### config.mk
export PLATFORM = sky130hd
export DESIGN_NAME = dec_is_queue
export DESIGN_NICKNAME = d
export VERILOG_FILES = /design/src/rtl/dec_is_queue.sv
export SDC_FILE = /design/constraint.sdc
export NUM_CORES = 1
export LEC_CHECK = 0
export CORE_MARGIN = 1.5
export CORE_UTILIZATION = 51
export DETAILED_ROUTE_END_ITERATION = 6
export PLACE_DENSITY = 0.75
export SYNTH_ARGS = -nofsm -noshare
export SYNTH_HDL_FRONTEND = slang
export SYNTH_SLANG_ARGS = --single-unit
### constraint.sdc
create_clock -name clk -period 4.84 [get_ports clk]
set_input_delay 0.968 -clock clk [delete_from_list [all_inputs] [get_ports clk]]
set_output_delay 0.968 -clock clk [all_outputs]
set_load 0.01 [all_outputs]
### src/rtl/dec_is_queue.sv
// Decode-to-issue transmit queue: in-order FIFO with a valid/stall handshake.
// It holds decode after an exception-tagged push, and flush or reset empties it.
module dec_is_queue #(
   parameter int ADDR  = 32,
   parameter int DATA  = 32,
   parameter int OP_W  = 32,
   parameter int DEPTH = 4
) (
   input  logic                       clk,
   input  logic                       reset_,
   input  logic                       flush,
   input  logic                       dec_valid,
   input  logic [ADDR-1:0]            dec_pc,
   input  logic [DATA-1:0]            dec_imm,
   input  logic [OP_W-1:0]            dec_op,
   input  logic                       dec_exp,
   output logic                       dec_stall,
   output logic                       is_valid,
   output logic [ADDR-1:0]            is_pc,
   output logic [DATA-1:0]            is_imm,
   output logic [OP_W-1:0]            is_op,
   output logic                       is_exp,
   input  logic                       is_stall,
   output logic [$clog2(DEPTH):0]     count
);

   localparam int PW = $clog2(DEPTH);
   localparam int CW = PW + 1;
   localparam logic [PW-1:0] PTR_ONE  = PW'(1);
   localparam logic [CW-1:0] CNT_ONE  = CW'(1);
   localparam logic [CW-1:0] CNT_FULL = CW'(DEPTH);

   typedef enum logic {RUN, HOLD} state_t;

   state_t          state_q, state_d;
   logic [PW-1:0]   head_q, tail_q;
   logic [CW-1:0]   count_q;
   logic            push, pop;
   logic            clear;

   logic [ADDR-1:0] pc_mem  [DEPTH];
   logic [DATA-1:0] imm_mem [DEPTH];
   logic [OP_W-1:0] op_mem  [DEPTH];
   logic            exp_mem [DEPTH];

   // Handshake outputs depend only on registered state; dec_valid and
   // is_stall feed the next-state logic alone.
   always_comb begin
      clear     = ~reset_ | flush;
      is_valid  = (count_q != '0);
      dec_stall = (count_q == CNT_FULL) | (state_q == HOLD);
      push      = dec_valid & ~dec_stall;
      pop       = is_valid & ~is_stall;
      state_d   = state_q;
      if (clear) begin
         state_d = RUN;
      end else if (state_q == RUN && push && dec_exp) begin
         state_d = HOLD;
      end
   end

   always_ff @(posedge clk) begin
      state_q <= state_d;
   end

   always_ff @(posedge clk) begin
      if (clear) begin
         head_q  <= '0;
         tail_q  <= '0;
         count_q <= '0;
      end else begin
         if (push) begin
            tail_q <= tail_q + PTR_ONE;
         end
         if (pop) begin
            head_q <= head_q + PTR_ONE;
         end
         case ({push, pop})
            2'b10:   count_q <= count_q + CNT_ONE;
            2'b01:   count_q <= count_q - CNT_ONE;
            default: count_q <= count_q;
         endcase
      end
   end

   // Payload storage needs no reset: stale entries are never exposed while empty.
   always_ff @(posedge clk) begin
      if (!clear && push) begin
         pc_mem[tail_q]  <= dec_pc;
         imm_mem[tail_q] <= dec_imm;
         op_mem[tail_q]  <= dec_op;
         exp_mem[tail_q] <= dec_exp;
      end
   end

   always_comb begin
      is_pc  = '0;
      is_imm = '0;
      is_op  = '0;
      is_exp = 1'b0;
      if (is_valid) begin
         is_pc  = pc_mem[head_q];
         is_imm = imm_mem[head_q];
         is_op  = op_mem[head_q];
         is_exp = exp_mem[head_q];
      end
   end

   assign count = count_q;

endmodule

; ---- Word-level counts from Yosys, hierarchy flattened
; Memory sizes are Yosys's and may differ from the RTL's. A register that Yosys moved wholly into a read port is not among the register bits.
; Index checks and enable logic that the tools add are counted.
[totals]
reg_bits = 8
ramBits = 388
input_bits = 102
output_inout_bits = 102
word_cells = 44
mem_count = 4
[op_classes]
add_sub_neg = 4
n_eq_ne = 3
n_mux = 15
n_bitwise = 8
reduce_logical = 6
[mem_list]
columns = name, words, word_bits, rd, rd_ports_with_merged_regs, write_ports, line_no
row1 = imm_mem, 4, 32, 1, 1, 1, 42  ; logic [DATA-1:0] imm_mem [DEPTH];
row2 = op_mem, 4, 32, 1, 1, 1, 43  ; logic [OP_W-1:0] op_mem [DEPTH];
row3 = pc_mem, 4, 32, 1, 1, 1, 41  ; logic [ADDR-1:0] pc_mem [DEPTH];
row4 = exp_mem, 4, 1, 1, 1, 1, 44  ; logic exp_mem [DEPTH];
[op_table]
columns = cell, count
row1 = $mux W32, 3
row2 = $mux W2, 8
row3 = $pmux W3 S2, 1
row4 = $add A2 B1 Y2 const B, 2
row5 = $not A1 Y1, 4
row6 = $add A3 B1 Y3 const B, 1
row7 = $eq A3 B3 Y1 const B, 1
row8 = $logic_and A1 B1 Y1, 3
row9 = $mux W1, 3
row10 = $reduce_bool A3 Y1, 1
row11 = $sub A3 B1 Y3 const B, 1
row12 = $and A1 B1 Y1, 2
row13 = $eq A2 B1 Y1 const B, 1
row14 = $eq A2 B2 Y1 const B, 1
row15 = $or A1 B1 Y1, 2
row16 = $reduce_bool A2 Y1, 1
row17 = $logic_not A1 Y1, 1

; ---- Longest topological paths before layout
; Gate-level depths: netlist of the first run.
[logic_depth]
depth_word = 7
mapped_depth = 9
ltp_nobuf = 9

; ---- Worst setup path after synthesis of the first run
; No wires, ideal clock.
[synth_timing]
path_kind = input to register
start = in dec_valid
end = mem exp_mem[0], enable pin
arrival_ps = 3618
slack_ps = 755
cell_stages = 3
path_buffers = 0
cell_sequence = nand2b_1 -> nor2_1 -> and3_1
[synth_via]
elab_chain_cells = 4
[synth_rtl]
columns = item, line_no
row1 = "start, declared", 12  ; input logic dec_valid,
row2 = $and A1 B1 Y1, 52  ; push = dec_valid & ~dec_stall;
row3 = $logic_and A1 B1 Y1, 88  ; if (!clear && push) begin
row4 = $mux W1, 88
row5 = $mux W1 (not written as such), 92  ; exp_mem[tail_q] <= dec_exp;
row6 = "end, declared", 44
; No other way between the ends.

==> results.ini, run 1 <==
[run_status]
status=finished, final reports clean

[yosys]
ys.warnings.count=0
yosys.area.top_type=edfxtp_1
syn_area_per_cell_um2=22.4
yosys.area_share.xor_xnor=0.00116
synth_mux_area_frac=0.145
syn-instance-count=676
synth_cell_types=27
netlist.area_leader.share=0.768
synth_top_family_by_area=multiplexers
ys_ff_latch=398
syn_area_um2=15200
synth-compound-area-share=0.00355
yosys.area_share.simple=0.0494
syn_nets=784
synthAdderAreaFrac=0.00545
synthTopCellsByArea=edfxtp_1 77%, mux4_2 14%, and2_1 4.0%, dfxtp_1 1.3%, clkbuf_1 0.42%
yosysSeqAreaShare=0.781

[worst_setup_path]
crit_chain=buf_4 > mux4_2 > and2_1 > clkdlybuf4s50_1
path_max_fanout=18
cp-start-kind=register
cp_slowest_cell=dfxtp_4
crit_path_max_incr_delay_ns=0.59
regToRegSetupSlack_ns=2.34
cp.required_ns=3.87
end_kind=primary output
worstReg2RegStart=count[2]$_SDFFE_PP0P_
cp.arrival_ns=2.77
critPathTopFamily=buffers and inverters
crit_type=register to primary output
crit_buf_inv=2

[cts]
post_cts_buffers=0
htree_levels=2
ctsHoldBuffers=0
clock_latency_ns=0.52
ctsRootBufferMaster=clkbuf_16
clkTransAtPathRegs_ns=0.06
cts_resized=0
cts_tree=yes
clock_sinks=398
cts_buffers=40
cts_buffer_depth=3

[power]
p_per_area_nw_per_um2=378
total_leakage_power_nw=5.92
p_comb_frac=0.061
p_switching_mw=1.42
ir_worst_vdd_mv=0.308
seqPwrFrac=0.536
swShare=0.198
power.internal_mw=5.73
clock_power_share=0.403

[timing]
worst_slew_pin_slew_ns=0.773
slew_headroom=0.484
maxSlewViolCount=0
rsz0062_at_grt=false
totalNegativeSetupSlack_ns=0
finClkSkew_ns=0.0133
fin_crit_ns=3.74
fmax_mhz=267
setup_slack_ns=1.10
finalHoldViolations=0
setup_violations=0
fin_crit_sh=0.773

[final_layout]
layout.nets=1008
utilization=0.653
post_route_cells_drive_above_1_share=0.185
fillers=1942
syn2layout_area_growth_pct=24.9

[drt]
post_drt_wl_per_cell_um=21.7
drt_iter0_drc=605
totalWireLength_um=28500
firstDrtPassIters=4
viasPerCell=5.43
vias=7136
postRouteAntennaNets=0
drc=0

[grt]
antenna_found_initial=3
grt_overflow=0
grt_usage=0.188
grt_pass1_vias=7363
grt_pass1_wl_um=43300
grt_max_degree=64

[flow_run]
maxCapViolations=0

[worst_hold_path]
holdCritPathClass=register to register
hold_path.startpoint=head_q[1]$_SDFFE_PP0P_

[floorplanning]
core-area_um2=29000
start_util=0.523
rows=62
fp.dieW_um=175
io_pins=204
die_h_um=175
die-area_um2=30800

[placed_design]
gp_congestion=0.729
place_hpwl_um=17300
portBuffers=203
post-place-ws_ns=1.44

==> worst min-delay path: stages, from the launching register on <==
cell	delay [ns]
dfxtp_1	0.31
o211ai_1	0.07
nand2_1	0.06
==> per-layer routing <==
metal,up-vias,track usage,part of all wire
li1,3200,-,-
met1,3659,0.263,0.42
met2,237,0.304,0.49
met3,36,0.0461,0.069
met4,4,0.0452,0.015
met5,-,0,0.0010
==> state kept, by name, indices dropped and copies added, names as in the netlist, named ones only <==
name / flops
count: 3
exp_mem: 4
head_q: 2
imm_mem: 128
op_mem: 128
pc_mem: 128
state_q: 1
tail_q: 2
==> layout by cell type, fill, tap and decap left out, drive strengths merged <==
master	Yosys	routed
buf	16	12
o211ai	1	1
or3	3	3
clkdlybuf4s50	0	203
ha	5	5
nor2b	1	1
edfxtp	388	388
clkinv	0	10
or3b	1	1
inv	7	11
mux2i	1	1
nor2	6	6
and3	4	4
mux4	97	97
dfxtp	10	10
nor3	1	1
o21ai	3	3
a31oi	1	1
clkbuf	17	53
nand2	3	3
nand2b	4	4
diode	0	1
clkinvlp	0	3
nor3b	1	1
bufinv	0	2
and2	97	97
or4	1	1
fa	1	1
a21oi	5	5
xor2	2	2
==> final cells by class <==
cell class	instances	area, um2	share of cell area
clock inverter	19	160	0.00846
inverter	7	26.3	0.00139
antenna	1	2.50	0.000132
multi-input combinational	238	3120	0.165
tap	384	480	0.0254
sequential	398	11900	0.626
clock buffer	53	1070	0.0566
timing repair buffer	215	2220	0.117
==> cells by family after synthesis <==
logic type      after synthesis
compound gates               10
xor+xnor                      2
fa+ha+maj                     6
buf+inv                      40
flops                       398
mux                          98
simple gates                122
==> final timing paths <==
path                           endpoint  depth (start not counted)
hold reg to reg                register                          2
setup reg to reg  count[2]$_SDFFE_PP0P_                          9
hold / removal                 register                          2
setup / recovery                 is_exp                          4
==> through the flow <==
step / instance area (um2) / total power [mW] / cells / hold slack (ns)
2_1_floorplan: 15200 / 4.07 / 676 / 0.441
3_3_place_gp: 17700 / 4.34 / 1242 / 0.466
3_5_place_dp: 17700 / 4.35 / 1242 / 0.472
4_1_cts: 18900 / 7.23 / 1314 / 0.471
5_1_grt: 18900 / 7.38 / 1315 / 0.499
6_report: 18900 / 7.15 / 1315 / 0.478
==> power by group through the flow <==
stage,clock (mW),sequential [mW],combinational (mW)
global placement,0,3.90,0.439
global route,3.08,3.83,0.472
CTS,2.95,3.83,0.447
finish,2.88,3.83,0.438
floorplan,0,3.90,0.171
detailed placement,0,3.90,0.444
==> synth_stat cells <==
cell and count:
fa_1 1, or3b_2 1, o21ai_0 3, dfxtp_1 10, or3_1 3, nand2_1 3
and3_1 4, nor3_2 1, nor2_1 6, o211ai_1 1, mux4_2 97, nand2b_1 4
a31oi_1 1, clkbuf_1 17, ha_1 5, buf_2 11, nor2b_1 1, inv_1 7
nor3b_1 1, or4_1 1, edfxtp_1 388, buf_8 4, a21oi_1 5, mux2i_1 1
xor2_1 2, and2_1 97, buf_6 1
Note: power is estimated with default switching activity, not from simulation.
==> run 2: changes to the inputs <==
--- a/config.mk
+++ b/config.mk
@@ -6,7 +6,7 @@
 export NUM_CORES = 1
 export LEC_CHECK = 0
 export CORE_MARGIN = 1.5
-export CORE_UTILIZATION = 51
+export CORE_UTILIZATION = 49
 export DETAILED_ROUTE_END_ITERATION = 6
 export PLACE_DENSITY = 0.75
 export SYNTH_ARGS = -nofsm -noshare
==> constraint.sdc (replaced) <==
create_clock -name clk -period 3.23 [get_ports clk]
set_input_delay 0.646 -clock clk [delete_from_list [all_inputs] [get_ports clk]]
set_output_delay 0.646 -clock clk [all_outputs]
set_load 0.01 [all_outputs]
==> run 2 against run 1 <==
  * Clock-buffer cell count fell by 6
  * Clock power rose by 58%
  * Utilization down 2.3 points
  * Via count rose by 1.4%
  * Die area grew 4.0%
  * First-iteration DRC count is 21% lower
  * Worst setup slack lost 0.97 ns
  * Power increased by 53%
  * Critical path depth is the same
  * Largest power group unchanged
==> results.ini, run 2 (synthesized netlist as in run 1, its figures left out) <==
[run_status]
status=finished, final reports clean

[floorplanning]
rows=64  ; +3.2%
fp.dieW_um=179  ; +2.0%
die-area_um2=32000  ; +4.0%
die_h_um=179  ; +2.0%
io_pins=204  ; unchanged
start_util=0.497  ; -0.0256
core-area_um2=30500  ; +5.2%

[drt]
drc=0  ; unchanged
post_drt_wl_per_cell_um=21.7  ; about the same
vias=7237  ; +1.4%
drt_iter0_drc=480  ; -21%
viasPerCell=5.42  ; -0.10%
totalWireLength_um=29000  ; +1.5%
postRouteAntennaNets=0  ; unchanged
firstDrtPassIters=4  ; unchanged

[final_layout]
layout_common_cells=388 x edfxtp_1, 203 x clkdlybuf4s50_1, 97 x mux4_2, 97 x and2_1, 41 x clkbuf_16
post_route_cells_drive_above_1_share=0.196  ; +0.0112
final_area_um2=19200  ; +1.4%
largestRegisters=imm_mem x128, op_mem x128, pc_mem x128
layout.nets=1020  ; +1.2%
syn2layout_area_growth_pct=26.6
final_cells=1335  ; +1.5%
final_common_cell=edfxtp_1

[worst_setup_path]
cp.required_ns=2.58  ; -1.29 ns
path_max_fanout=40  ; +22
cp.arrival_ns=2.46  ; -0.31 ns
crit_type=register to primary output
end_kind=primary output
cp-start-kind=register

[timing]
hold-worst-slack_ns=0.495  ; +0.0164 ns
fin_crit_ns=3.10
setup_violations=0  ; unchanged
finalHoldViolations=0  ; unchanged
totalNegativeSetupSlack_ns=0  ; unchanged
slew_headroom=0.629  ; +0.145
maxSlewViolCount=0  ; unchanged
fmax_mhz=322
rsz0062_at_grt=false
fin_crit_sh=0.961
finClkSkew_ns=0.0208  ; +0.00749 ns
worst_slew_pin_slew_ns=0.555  ; -0.218 ns

[cts]
ctsHoldBuffers=0  ; unchanged
ctsRootBufferMaster=clkbuf_16
clkTransAtPathRegs_ns=0.06  ; about the same
cts_tree=yes
clock_sinks=398  ; unchanged
cts_buffers=41  ; +2.5%
cts_buffer_depth=3  ; unchanged
post_cts_buffers=0  ; unchanged
htree_levels=2  ; unchanged
clock_latency_ns=0.52  ; about the same

[placed_design]
placed_cell_area_um2=17900  ; +0.98%
place_inst=1265  ; +1.9%
gp_congestion=0.731  ; +0.22%
portBuffers=203  ; unchanged
place_hpwl_um=17200  ; -0.92%

[power]
totalPowerFinal_mw=11.0  ; +53%
total_leakage_power_nw=6.03  ; +1.8%
p_per_area_nw_per_um2=571  ; +51%
ir_worst_vdd_mv=0.424  ; +38%

[grt]
grt_usage=0.182  ; -0.00616
grt_overflow=0  ; unchanged
grt_max_degree=60  ; -6.3%
antenna_found_initial=1  ; -2
grt_pass1_wl_um=43400  ; +0.45%
grt_pass1_vias=7826  ; +6.3%

[worst_hold_path]
holdCritPathClass=register to register

[flow_run]
maxCapViolations=0  ; unchanged

## run 2: changes by cell type in the layout (fill, tap and decap cells not counted), moves of 2 or more
cell | previous run | this run
clkinv_1 | 6 | 8
clkinvlp_4 | 3 | 5
buf_4 | 4 | 7
clkbuf_1 | 12 | 6
bufinv_16 | 2 | 5
buf_12 | 8 | 13
clkinv_2 | 4 | 2
inv_6 | 4 | 0
buf_6 | 0 | 2
## run 2: through the flow
stage	utilization	setup WS (ns)
6_report	0.629	0.126
5_1_grt	0.629	0.00191
4_1_cts	0.629	0.00777
3_5_place_dp	0.586	0.477
3_3_place_gp	0.586	0.538
2_1_floorplan	-	0.576
## run 2: metal layers
| layer | vias up | global-route usage | part of all wire |
|---|---|---|---|
| met5 | - | 0 | 0 |
| met2 | 222 | 0.305 | 0.49 |
| met1 | 3751 | 0.245 | 0.42 |
| met4 | 0 | 0.0441 | 0.018 |
| met3 | 45 | 0.0401 | 0.070 |
| li1 | 3219 | - | - |
## run 2: critical path, stage by stage (launching register included)
cell             delay (ns)
dfxtp_4                0.39
buf_16                 0.28
mux4_2                 0.55
and2_1                 0.20
clkdlybuf4s50_1        0.48
## run 2: worst paths after layout
path | from | end | slack [ns] | cells past startpoint
worst min-delay path | head_q[1]$_SDFFE_PP0P_ | register | 0.49 | 2
worst max-delay path | register | is_pc[29] | 0.13 | 4
worst min register to register | head_q[1]$_SDFFE_PP0P_ | register | 0.49 | 2
worst max register to register | count[2]$_SDFFE_PP0P_ | count[2]$_SDFFE_PP0P_ | 0.87 | 9
## run 2: power by group
part | internal, mW | leakage [nW] | switching (mW)
Combinational | 0.377 | 1.83 | 0.291
Sequential | 5.72 | 3.59 | 0.0171
Clock | 2.72 | 0.614 | 1.84
## run 2: repair_timing
action,in CTS,in global routing
cloned,0,0
gates resized for setup,2,3
endpoints found under the setup margin,27,11
## run 2: final cells by class
type | instances | area, um2
clock inverter | 22 | 248
clock buffer | 47 | 1050
fill | 2107 | 11300
inverter | 7 | 28.8
multi-input combinational | 238 | 3120
antenna | 1 | 2.50
sequential | 398 | 11900
timing repair buffer | 226 | 2390
tap | 396 | 495
==> run 3: changes to the inputs <==
--- a/config.mk
+++ b/config.mk
@@ -5,10 +5,11 @@
 export SDC_FILE = /design/constraint.sdc
 export NUM_CORES = 1
 export LEC_CHECK = 0
+export ABC_AREA = 1
 export CORE_MARGIN = 1.5
-export CORE_UTILIZATION = 49
+export CORE_UTILIZATION = 50
 export DETAILED_ROUTE_END_ITERATION = 6
-export PLACE_DENSITY = 0.75
+export PLACE_DENSITY = 0.76
 export SYNTH_ARGS = -nofsm -noshare
 export SYNTH_HDL_FRONTEND = slang
 export SYNTH_SLANG_ARGS = --single-unit
==> run 3 against run 2 <==
  * Power about the same
  * Via count rose by 37%
  * Critical endpoint is now is_pc[21]
  * Sequential power is essentially flat
  * Die area increased by 0.85%
  * Largest power group unchanged
  * Largest cell class unchanged
==> results.ini, run 3 <==
[run_status]
status=finished, final reports clean

[placed_design]
place_inst=1786  ; +41%
gp_congestion=0.748  ; +2.4%
portBuffers=203  ; unchanged
placed_cell_area_um2=18200  ; +1.7%
place_hpwl_um=19600  ; +14%

[floorplanning]
fp.dieW_um=180  ; +0.42%
start_util=0.509  ; +0.0118
io_pins=204  ; unchanged
die-area_um2=32300  ; +0.85%
rows=64  ; unchanged
core-area_um2=30700  ; +0.52%
die_h_um=180  ; +0.42%

[cts]
cts_buffers=40  ; -2.4%
ctsRootBufferMaster=clkbuf_16
cts_tree=yes
clock_latency_ns=0.53  ; about the same
ctsHoldBuffers=0  ; unchanged
clkTransAtPathRegs_ns=0.06  ; about the same
cts_buffer_depth=3  ; unchanged
clock_sinks=398  ; unchanged
htree_levels=2  ; unchanged

[timing]
fmax_mhz=321  ; -0.37%
fin_crit_ns=3.12  ; +0.0115 ns
rsz0062_at_grt=false
finalHoldViolations=0  ; unchanged
worst_slew_pin_slew_ns=0.640  ; +0.0847 ns
setup_violations=0  ; unchanged
maxSlewViolCount=0  ; unchanged
totalNegativeSetupSlack_ns=0  ; unchanged
finClkSkew_ns=0.0159  ; -0.00491 ns
fin_crit_sh=0.965  ; +0.00357
slew_headroom=0.573  ; -0.0557

[yosys]
synth_cell_types=20  ; -26%
netlist.area_leader.share=0.746  ; -0.0218
ys.flop_type=edfxtp_1
synthTopCellsByArea=edfxtp_1 75%, nor2_1 9.6%, o21ai_0 5.9%, a21oi_1 3.3%, dfxtp_1 1.3%
ys_ff_latch=398  ; unchanged
yosys.area.top_type=edfxtp_1
ys_async_sr_fraction=0  ; unchanged
syn-instance-count=1226  ; +81%
yosysSeqAreaShare=0.759  ; -0.0222
syn_nets=1334  ; +70%
synth_edf_count=388  ; unchanged
synthTopCellsByCount=399 x nor2_1, 388 x edfxtp_1, 185 x o21ai_0
syn_area_per_cell_um2=12.7  ; -43%
syn_area_um2=15600  ; +2.9%
yosys.cell_count.top_type=nor2_1
ys.warnings.count=0  ; unchanged

[final_layout]
largestRegisters=imm_mem x128, op_mem x128, pc_mem x128
final_cells=1861  ; +39%
final_common_cell=nor2_1
layout.nets=1546  ; +52%
layout.area.seq_um2=11900  ; unchanged
layout_common_cells=395 x nor2_1, 388 x edfxtp_1, 203 x clkdlybuf4s50_1
fillers=2227  ; +5.7%
syn2layout_area_growth_pct=24.8
antenna_cells=0  ; -1
final_area_um2=19500  ; +1.4%
post_route_cells_drive_above_1_share=0.0717  ; -0.124
multi_input_area_um2=3210  ; +2.8%

[worst_setup_path]
worst_r2r_path_depth=6  ; -3
end_kind=primary output
cp.arrival_ns=2.47  ; about the same
cp.required_ns=2.58  ; about the same
crit_chain=buf_12 > nor2_1 > nor2_1 > o21ai_0 > a21oi_1 > clkdlybuf4s50_1
crit_type=register to primary output
crit_path_frequent_cell=nor2_1
cp_slowest_cell=clkdlybuf4s50_1
crit_path_max_incr_delay_ns=0.55  ; about the same
path_max_fanout=60  ; +50%
cp-start-kind=register

[grt]
grt_pass1_vias=9743  ; +24%
grt_pass1_wl_um=53500  ; +23%
grt_usage=0.211  ; +0.0283
grt_max_degree=103  ; +72%
antenna_found_initial=1  ; unchanged
grt_overflow=0  ; unchanged

[worst_hold_path]
whs_path_depth=2  ; unchanged
holdCritPathClass=register to register

[drt]
viasPerCell=5.34  ; -1.6%
postRouteAntennaNets=0  ; unchanged
totalWireLength_um=33800  ; +17%
post_drt_wl_per_cell_um=18.2  ; -16%
drc=0  ; unchanged
drt_iter0_drc=843  ; +76%
vias=9929  ; +37%
firstDrtPassIters=7  ; +3

[power]
total_leakage_power_nw=6.59  ; +9.3%
p_per_area_nw_per_um2=563  ; -1.4%
ir_worst_vdd_mv=0.559  ; +32%

[flow_run]
maxCapViolations=0  ; unchanged

-- run 3: cell types whose count changed after synthesis, moves of 14 or more --
cell | before | now
and2_1 | 97 | 0
a21oi_1 | 5 | 102
nor2_1 | 6 | 399
buf_4 | 0 | 16
clkbuf_2 | 0 | 16
mux4_2 | 97 | 0
inv_1 | 7 | 23
o21ai_0 | 3 | 185
nand2_1 | 3 | 17
buf_6 | 1 | 15
-- run 3: critical path, delay by kind of cell, from the launching register on --
family	cells	cell delay, ns
buffers and inverters	2	0.84
flip-flops	1	0.50
AND/OR/NAND/NOR	2	0.19
AO/OA/AOI/OAI	2	0.39
-- run 3: path summary, 6_finish.rpt --
kind                             end  slack (ns)                   start
max                        is_pc[21]        0.11                register
min                         register        0.51  head_q[1]$_SDFFE_PP0P_
max reg2reg  op_mem[3][10]$_DFFE_PP_        1.24   count[1]$_SDFFE_PP0P_
min reg2reg                 register        0.51  head_q[1]$_SDFFE_PP0P_
-- run 3: stage by stage --
stage / total power [mW] / hold slack [ns] / setup WS (ns) / utilization
finish: 11.0 / 0.507 / 0.115 / 0.635
global route: 11.3 / 0.538 / 0.00500 / 0.635
CTS: 11.0 / 0.508 / 0.0594 / 0.634
detailed placement: 6.69 / 0.491 / 0.528 / 0.593
global placement: 6.67 / 0.494 / 0.512 / 0.593
floorplan: 6.21 / 0.462 / -1.03 / -
-- run 3: kinds of logic after synthesis --
| family | synth area share |
|---|---|
| compound gates | 0.0960 |
| flops | 0.759 |
| buf+inv | 0.0369 |
| fa+ha+maj | 0.00529 |
| simple gates | 0.103 |
-- run 3: routing by layer --
metal | global-route usage | routed length, um | vias to the layer above
met2 | 0.350 | 16600 | 362
met1 | 0.282 | 14000 | 4758
met5 | 0 | 13 | -
met3 | 0.0500 | 2590 | 49
met4 | 0.0513 | 632 | 2
li1 | - | - | 4758
-- run 3: layout make-up --
type / count / share of cell area
Multi-Input combinational cell: 728 / 0.165
Tap cell: 396 / 0.0254
Timing Repair Buffer: 244 / 0.132
Clock buffer: 50 / 0.0544
Sequential cell: 398 / 0.609
Clock inverter: 19 / 0.00919
Inverter: 26 / 0.00546
-- run 3: report_power, final --
group / leakage, nW / internal (mW) / switching [mW]
clock network: 0.611 / 2.57 / 1.80
registers: 3.59 / 5.73 / 0.0188
logic: 2.39 / 0.407 / 0.443
total: 6.59 / 8.71 / 2.27
-- run 3: timing repair --
| action | in CTS | in global routing |
|---|---|---|
| endpoints found under the setup margin | 2 | 9 |
| buffers inserted | 1 | 5 |
| resized for setup | 1 | 2 |
